===== src/rtl/muldiv_pkg.sv =====
// Shared types and operation decode helpers for the RV32M/RV64M multiply/divide unit.
package muldiv_pkg;

  typedef enum logic [2:0] {
    OP_MUL    = 3'd0,
    OP_MULH   = 3'd1,
    OP_MULHSU = 3'd2,
    OP_MULHU  = 3'd3,
    OP_DIV    = 3'd4,
    OP_DIVU   = 3'd5,
    OP_REM    = 3'd6,
    OP_REMU   = 3'd7
  } muldiv_op_e;

  typedef enum logic [1:0] {
    ST_IDLE = 2'd0,
    ST_MUL  = 2'd1,
    ST_DIV  = 2'd2,
    ST_DONE = 2'd3
  } muldiv_state_e;

  // funct3 bit 2 separates the divide group from the multiply group
  function automatic logic is_div_op(input logic [2:0] op);
    return op[2];
  endfunction

  function automatic logic is_signed_a(input logic [2:0] op);
    return (op == OP_MULH) || (op == OP_MULHSU) || (op == OP_DIV) || (op == OP_REM);
  endfunction

  function automatic logic is_signed_b(input logic [2:0] op);
    return (op == OP_MULH) || (op == OP_DIV) || (op == OP_REM);
  endfunction

endpackage


===== src/rtl/muldiv_if.sv =====
// Request/response channel between the execute stage and the multiply/divide unit.
interface muldiv_if #(parameter int XLEN = 32);

  logic            req_valid_i;
  logic            req_ready_o;
  logic [2:0]      req_op_i;
  logic [XLEN-1:0] req_a_i;
  logic [XLEN-1:0] req_b_i;
  logic            flush_i;
  logic            resp_valid_o;
  logic            resp_ready_i;
  logic [XLEN-1:0] resp_data_o;

  modport master (
    output req_valid_i, req_op_i, req_a_i, req_b_i, flush_i, resp_ready_i,
    input  req_ready_o, resp_valid_o, resp_data_o
  );

  modport slave (
    input  req_valid_i, req_op_i, req_a_i, req_b_i, flush_i, resp_ready_i,
    output req_ready_o, resp_valid_o, resp_data_o
  );

endinterface


===== src/rtl/muldiv_div_core.sv =====
// Iterative radix-2 restoring divider on unsigned magnitudes; one quotient bit per cycle.
module muldiv_div_core #(
  parameter int XLEN = 32
) (
  input  logic            clk,
  input  logic            rst,
  input  logic            kill,
  input  logic            start,
  input  logic [XLEN-1:0] dividend,
  input  logic [XLEN-1:0] divisor,
  output logic            done,
  output logic [XLEN-1:0] quo,
  output logic [XLEN-1:0] rem
);

  localparam int CNT_W = $clog2(XLEN + 1);

  logic [CNT_W-1:0] cnt;
  logic [XLEN-1:0]  dvs;
  logic [XLEN:0]    trial;

  // Trial subtraction of the divisor from the partial remainder shifted left by one
  always_comb begin
    trial = {rem, quo[XLEN-1]} - {1'b0, dvs};
  end

  // Iteration counter; done pulses for one cycle after the final step
  always_ff @(posedge clk) begin
    if (rst || kill) begin
      cnt  <= '0;
      done <= 1'b0;
    end else if (start) begin
      cnt  <= CNT_W'(XLEN);
      done <= 1'b0;
    end else if (cnt != '0) begin
      cnt  <= cnt - 1'b1;
      done <= (cnt == CNT_W'(1));
    end else begin
      done <= 1'b0;
    end
  end

  // Operand load, then one restoring step per active iteration
  always_ff @(posedge clk) begin
    if (start) begin
      rem <= '0;
      quo <= dividend;
      dvs <= divisor;
    end else if (cnt != '0) begin
      if (!trial[XLEN]) begin
        rem <= trial[XLEN-1:0];
        quo <= {quo[XLEN-2:0], 1'b1};
      end else begin
        rem <= {rem[XLEN-2:0], quo[XLEN-1]};
        quo <= {quo[XLEN-2:0], 1'b0};
      end
    end
  end

endmodule


===== src/rtl/muldiv_unit.sv =====
// Multi-cycle RV32M/RV64M multiply/divide unit: fixed-latency multiply, iterative divide
// with single-cycle fast paths for divide-by-zero and signed overflow.
module muldiv_unit
  import muldiv_pkg::*;
#(
  parameter int XLEN    = 32,
  parameter int MUL_LAT = 2
) (
  input logic     clk,
  input logic     rst,
  muldiv_if.slave bus
);

  localparam logic [1:0] S_IDLE = ST_IDLE;
  localparam logic [1:0] S_MUL  = ST_MUL;
  localparam logic [1:0] S_DIV  = ST_DIV;
  localparam logic [1:0] S_DONE = ST_DONE;

  localparam int MC_W = (MUL_LAT > 1) ? $clog2(MUL_LAT + 1) : 1;
  localparam logic [XLEN-1:0] MIN_NEG = {1'b1, {(XLEN-1){1'b0}}};

  logic [1:0]      state;
  logic [MC_W-1:0] mul_cnt;
  logic [XLEN-1:0] resp_data;
  logic [2:0]      op_q;
  logic [XLEN-1:0] a_q, b_q;
  logic            neg_q, neg_r;

  logic [2:0]      req_op;
  logic [XLEN-1:0] req_a, req_b;
  logic            accept, sa, sb, b_zero, ovf, fast, div_start;
  logic [XLEN-1:0] fast_res, abs_a, abs_b, fixup_res;
  logic            div_done;
  logic [XLEN-1:0] div_quo, div_rem;

  // Operands are widened to 2*XLEN with the per-op sign rule; the low 2*XLEN
  // product bits are exact modulo 2^(2*XLEN), which is all that is selected.
  function automatic logic [XLEN-1:0] mul_result(input logic [2:0] op,
                                                 input logic [XLEN-1:0] a,
                                                 input logic [XLEN-1:0] b);
    logic signed [2*XLEN-1:0] a_x, b_x, p;
    a_x = $signed({{XLEN{is_signed_a(op) & a[XLEN-1]}}, a});
    b_x = $signed({{XLEN{is_signed_b(op) & b[XLEN-1]}}, b});
    p   = a_x * b_x;
    return (op == OP_MUL) ? p[XLEN-1:0] : p[2*XLEN-1:XLEN];
  endfunction

  assign req_op = bus.req_op_i;
  assign req_a  = bus.req_a_i;
  assign req_b  = bus.req_b_i;

  assign bus.req_ready_o  = (state == S_IDLE) && !bus.flush_i;
  assign bus.resp_valid_o = (state == S_DONE);
  assign bus.resp_data_o  = resp_data;

  // Accept decode, fast-path detection and divider operand magnitudes
  always_comb begin
    accept    = (state == S_IDLE) && bus.req_valid_i && !bus.flush_i;
    sa        = is_signed_a(req_op) & req_a[XLEN-1];
    sb        = is_signed_b(req_op) & req_b[XLEN-1];
    b_zero    = (req_b == '0);
    ovf       = is_signed_a(req_op) && (req_a == MIN_NEG) && (req_b == '1);
    fast      = is_div_op(req_op) && (b_zero || ovf);
    fast_res  = b_zero ? (req_op[1] ? req_a : '1) : (req_op[1] ? '0 : req_a);
    abs_a     = sa ? -req_a : req_a;
    abs_b     = sb ? -req_b : req_b;
    div_start = accept && is_div_op(req_op) && !fast;
  end

  // Sign fixup of the unsigned divider result; op bit 1 selects remainder
  always_comb begin
    if (op_q[1]) fixup_res = neg_r ? -div_rem : div_rem;
    else         fixup_res = neg_q ? -div_quo : div_quo;
  end

  muldiv_div_core #(.XLEN(XLEN)) u_div (
    .clk      (clk),
    .rst      (rst),
    .kill     (bus.flush_i),
    .start    (div_start),
    .dividend (abs_a),
    .divisor  (abs_b),
    .done     (div_done),
    .quo      (div_quo),
    .rem      (div_rem)
  );

  // Operand capture on accept (data only, no reset needed)
  always_ff @(posedge clk) begin
    if (accept) begin
      op_q  <= req_op;
      a_q   <= req_a;
      b_q   <= req_b;
      neg_q <= sa ^ sb;
      neg_r <= sa;
    end
  end

  // Control FSM and registered result; reset beats flush
  always_ff @(posedge clk) begin
    if (rst) begin
      state     <= S_IDLE;
      mul_cnt   <= '0;
      resp_data <= '0;
    end else if (bus.flush_i) begin
      state <= S_IDLE;
    end else begin
      case (state)
        S_IDLE: begin
          if (accept) begin
            if (!is_div_op(req_op)) begin
              if (MUL_LAT == 1) begin
                state     <= S_DONE;
                resp_data <= mul_result(req_op, req_a, req_b);
              end else begin
                state   <= S_MUL;
                mul_cnt <= MC_W'(MUL_LAT - 1);
              end
            end else if (fast) begin
              state     <= S_DONE;
              resp_data <= fast_res;
            end else begin
              state <= S_DIV;
            end
          end
        end
        S_MUL: begin
          if (mul_cnt == MC_W'(1)) begin
            state     <= S_DONE;
            mul_cnt   <= '0;
            resp_data <= mul_result(op_q, a_q, b_q);
          end else begin
            mul_cnt <= mul_cnt - 1'b1;
          end
        end
        S_DIV: begin
          if (div_done) begin
            state     <= S_DONE;
            resp_data <= fixup_res;
          end
        end
        S_DONE: begin
          if (bus.resp_ready_i) state <= S_IDLE;
        end
        default: state <= S_IDLE;
      endcase
    end
  end

endmodule


===== src/flat_wrapper.sv =====
// flat-port wrapper written by rule: the top's interface ports become plain ports
module muldiv_unit_flat import muldiv_pkg::*;
#(
  parameter int XLEN    = 32,
  parameter int MUL_LAT = 2
)
  (clk, rst, bus_req_valid_i, bus_req_op_i, bus_req_a_i, bus_req_b_i, bus_flush_i, bus_resp_ready_i, bus_req_ready_o, bus_resp_valid_o, bus_resp_data_o);
  muldiv_if #(.XLEN(XLEN)) bus_i ();
  input logic clk;
  input logic rst;
  input wire logic [$bits(bus_i.req_valid_i)-1:0] bus_req_valid_i;
  input wire logic [$bits(bus_i.req_op_i)-1:0] bus_req_op_i;
  input wire logic [$bits(bus_i.req_a_i)-1:0] bus_req_a_i;
  input wire logic [$bits(bus_i.req_b_i)-1:0] bus_req_b_i;
  input wire logic [$bits(bus_i.flush_i)-1:0] bus_flush_i;
  input wire logic [$bits(bus_i.resp_ready_i)-1:0] bus_resp_ready_i;
  output wire logic [$bits(bus_i.req_ready_o)-1:0] bus_req_ready_o;
  output wire logic [$bits(bus_i.resp_valid_o)-1:0] bus_resp_valid_o;
  output wire logic [$bits(bus_i.resp_data_o)-1:0] bus_resp_data_o;
  assign bus_i.req_valid_i = bus_req_valid_i;
  assign bus_i.req_op_i = bus_req_op_i;
  assign bus_i.req_a_i = bus_req_a_i;
  assign bus_i.req_b_i = bus_req_b_i;
  assign bus_i.flush_i = bus_flush_i;
  assign bus_i.resp_ready_i = bus_resp_ready_i;
  assign bus_req_ready_o = bus_i.req_ready_o;
  assign bus_resp_valid_o = bus_i.resp_valid_o;
  assign bus_resp_data_o = bus_i.resp_data_o;
  muldiv_unit #(.XLEN(XLEN), .MUL_LAT(MUL_LAT)) u_core (.clk(clk), .rst(rst), .bus(bus_i));
endmodule

===== config.mk =====
export PLATFORM = sky130hd
export DESIGN_NAME = muldiv_unit_flat
export DESIGN_NICKNAME = d
export VERILOG_FILES = /design/src/rtl/muldiv_pkg.sv /design/src/rtl/muldiv_if.sv /design/src/rtl/muldiv_div_core.sv /design/src/rtl/muldiv_unit.sv /design/src/flat_wrapper.sv
export SDC_FILE = /design/constraint.sdc
export NUM_CORES = 2
export LEC_CHECK = 0
export ABC_AREA = 1
export BUFFER_PORTS_ARGS = -buffer_cell sky130_fd_sc_hd__buf_2
export CAP_MARGIN = 20
export CELL_PAD_IN_SITES_DETAIL_PLACEMENT = 0
export CELL_PAD_IN_SITES_GLOBAL_PLACEMENT = 1
export CORE_AREA = 2 2 374 376
export CTS_CLUSTER_SIZE = 28
export DETAILED_ROUTE_END_ITERATION = 12
export DIE_AREA = 0 0 376 378
export PLACE_DENSITY = 0.76
export REMOVE_ABC_BUFFERS = 1
export SLEW_MARGIN = 20
export SYNTH_ARGS = -nofsm -noshare
export SYNTH_HDL_FRONTEND = slang
export SYNTH_SLANG_ARGS = --single-unit

===== constraint.sdc =====
create_clock -name clk -period 11.7 [get_ports clk]
set_input_delay 0.585 -clock clk [delete_from_list [all_inputs] [get_ports clk]]
set_output_delay 0.585 -clock clk [all_outputs]
set_load 0.01 [all_outputs]

==> impl_summary.txt <==
----------------------------------------------------
[Run status]
  Result of the run ... completed

[Setup path]
  Critical path startpoint category ... flop
  Setup slack of the most critical reg-to-reg path ... 1.96 ns
  Worst setup path startpoint ... u_core.op_q[1]
  Crit end category ... flop
  Largest driver fanout on the critical path ... 36
  Worst setup path category ... flop to flop
  End of the worst register-to-register path ... u_core.bus.resp_data_o[30]
  Worst r2r src ... u_core.op_q[1]
  Data required time at the worst endpoint ... 12.13 ns
  Capture point of the critical path ... u_core.bus.resp_data_o[30]
  Endpoint arrival time on the critical path ... 10.17 ns
  Stage delay of the slowest cell on the critical path ... 0.81 ns
  Worst path slowest cell ... sky130_fd_sc_hd__fa_1
  Worst r2r path cells ... 33

[Finish]
  Finished Core Util ... 41.8%
  Number of nets in the final layout ... 8541
  Fraction of final layout cells with drive strength greater than 1 ... 4.16%
  Layout area overhead ... 5.74%
  Number of cells in the finished layout apart from fillers ... 8917

[Floorplan]
  Initial Utilization ... 39.6%
  Area inside the core boundary ... 139000 µm²
  Top-Level Pins ... 106
  Core Rows ... 137
  X dimension of the die ... 376 µm
  Vertical extent of the die ... 378 µm
  Die Footprint ... 142000 µm²

[Placement]
  Number of buffer cells added on primary ports ... 105
  HPWL Detailed ... 143 mm
  Global placer's final weighted congestion ... 0.958
  Inst Count DP ... 8865

[Synth]
  Yosys reg bits ... 208
  Post-Synthesis Cells ... 7198
  Netlist area before placement ... 54800 µm²
  Yosys top cell area share ... 41.2%
  Leading post-synthesis cells by cell area ... sky130_fd_sc_hd__fa_1, sky130_fd_sc_hd__inv_1, sky130_fd_sc_hd__nand2_1
  Largest area contributor in the synthesized netlist ... sky130_fd_sc_hd__fa_1
  Cell variety after synth ... 56
  Synthesized area divided by synthesized cell count ... 7.61 µm²
  Share of flip-flops with an asynchronous set or reset ... 0%
  EDFF count, synth ... 133
  Count of yosys warnings during synthesis ... 0
  Synth Flop Type ... sky130_fd_sc_hd__edfxtp_1
  Proportion of synthesized chip area in sequential cells ... 10.0%

[CTS]
  Clock tree from TritonCTS ... yes
  Cts repair resizes ... 0
  Number of buffers added for setup after CTS ... 0
  Later-pin clock latency in the skew report ... 0.58 ns
  Maximum clock insertion buffer count ... 3
  Number of sinks handled by clock tree synthesis ... 208
  H-tree levels ... 1
  Clock tree root buffer cell ... sky130_fd_sc_hd__clkbuf_16
  Clock buffer count from CTS ... 27
  Quantity of hold-fixing buffers added after cts ... 0
  Worst-path clk slew ... 0.08 ns

[Detailed routing]
  Wirelength per Cell ... 19.3 µm
  Final Routed Wirelength ... 172 mm
  Pre-antenna DRT Iters ... 9
  Antenna-violating nets left ... 0
  DR vias ... 44657
  Iteration-0 DRC Markers ... 3004
  Vias per Instance ... 5.01
  Detailed-route DRC error count ... 0

[Global routing]
  Total global routing track utilization ... 24.9%
  Initial antenna violation count ... 6
  Total grt overflow ... 0
  Largest net degree at the start of global routing ... 76
  First-pass GRT wire length ... 276 mm
  Vias in the first global route ... 47342

[STA]
  Final critical-path share of the clock period ... 83.2%
  Final setup violating endpoints ... 0
  Actual slew at the worst max-slew pin ... 1.17 ns
  Setup skew after layout ... 0.0219 ns
  Sum Neg Setup Slack ... 0 ns
  Total count of hold-check failures in the final report ... 0
  Relative slew margins ... 22.2%
  Clock period minus worst slack ... 9.74 ns
  Setup repair after global routing missed its margin ... no
  Fmax ... 0.103 GHz
  Pins Over Slew Limit ... 0

[Hold path]
  HP Class ... input pin to flop

[Job]
  Count of max-cap constraint violations ... 0

----------------------------------------------------
==> cell usage in the layout (no fill, tap or decap), types with 23 or more instances in the layout <==
master / instances
sky130_fd_sc_hd__clkbuf_16: 29
sky130_fd_sc_hd__maj3_1: 27
sky130_fd_sc_hd__inv_1: 1913
sky130_fd_sc_hd__edfxtp_1: 133
sky130_fd_sc_hd__nor2_1: 393
sky130_fd_sc_hd__nand2_1: 1821
sky130_fd_sc_hd__xnor2_1: 25
sky130_fd_sc_hd__ha_1: 255
sky130_fd_sc_hd__buf_4: 90
sky130_fd_sc_hd__o21ai_0: 252
sky130_fd_sc_hd__dfxtp_1: 75
sky130_fd_sc_hd__xor2_1: 84
sky130_fd_sc_hd__fa_1: 1125
sky130_fd_sc_hd__nand3_1: 257
sky130_fd_sc_hd__nand4_1: 54
sky130_fd_sc_hd__nor3_1: 53
sky130_fd_sc_hd__a21oi_1: 208
sky130_fd_sc_hd__o21bai_1: 23
sky130_fd_sc_hd__buf_2: 105
==> through the flow <==
| step | cell area (µm²) | hold WS, ns | worst slack, ns |
|---|---|---|---|
| after floorplan | 53500 | 0.447 | 2.42 |
| after global placement | 56900 | 0.452 | 1.86 |
| after detailed placement | 56900 | 0.456 | 1.77 |
| after CTS | 57900 | 0.224 | 1.72 |
| after global routing | 57900 | 0.235 | 1.16 |
| final | 57900 | 0.245 | 1.96 |
==> worst max-delay path: cells and delay by family (launching register included) <==
family | cells | cell delay (ns)
AOI/OAI and AO/OA | 1 | 0.06
buffers and inverters | 10 | 1.96
DFF | 1 | 0.42
and+or+nand+nor | 13 | 2.02
adders and majority gates | 9 | 5.11
==> cell type report <==
cell class              instances  area, µm²
flip-flops and latches        208       5500
well taps                    1807       2260
repair buffers                195       1200
diodes                          2       5.00
clock buffers                  33        771
fillers                     14251      80600
clock inverters                17        205
multi-input cells            4734      40800
inverters                    1921       7210
==> cell families after synthesis <==
| family | Yosys count | synth area share [%] |
|---|---|---|
| buffers and inverters | 2256 | 15.6 |
| AND/OR/NAND/NOR | 2656 | 19.6 |
| AO/OA/AOI/OAI | 560 | 5.53 |
| adder cells (fa/ha/maj) | 1409 | 47.5 |
| XOR/XNOR | 109 | 1.74 |
| flip-flops | 208 | 10.0 |
==> synth_stat cells, drive strengths merged (8+ instances only) <==
master  number
nand3      259
o21bai      23
clkbuf     306
dfxtp       75
o21a         8
xor2        84
nor3        56
o211ai      10
edfxtp     133
fa        1126
maj3        27
nor4         9
buf         29
nand4       55
or2         19
inv       1918
nor2       411
nand3b      10
a31oi       10
nand2     1826
o21ai      265
a21o        13
a21oi      208
xnor2       25
ha         256
==> routing by layer <==
layer	GRT usage (%)	wire, µm
met1	34.7	77600
met2	42.1	81000
met3	2.58	9340
met4	5.18	3810
met5	0	42
==> sequential cells by signal (all words and copies together) (netlist names) <==
| name | count |
|---|---|
| u_core.a_q | 32 |
| u_core.b_q | 32 |
| u_core.bus.resp_data_o | 32 |
| u_core.u_div.dvs | 32 |
| u_core.u_div.quo | 32 |
| u_core.u_div.rem | 32 |
| u_core.u_div.cnt | 6 |
| u_core.op_q | 3 |
| u_core.mul_cnt | 2 |
| u_core.state | 2 |
| u_core.neg_q | 1 |
| u_core.neg_r | 1 |
| u_core.u_div.done | 1 |
==> worst min-delay path by stage <==
stage	depth (start not counted)	from	endpoint
final	1	bus_req_b_i[20]	u_core.b_q[20]
after global routing	1	bus_req_b_i[20]	u_core.b_q[20]
after CTS	1	bus_req_b_i[20]	u_core.b_q[20]
after detailed placement	2	u_core.bus.resp_data_o[8]	u_core.bus.resp_data_o[8]
after global placement	2	u_core.bus.resp_data_o[18]	u_core.bus.resp_data_o[18]
after floorplan	2	u_core.u_div.cnt[3]	u_core.u_div.cnt[3]
Power is not shown: default switching activity piles up to over one toggle a cycle in this logic, so the estimate is an artifact.
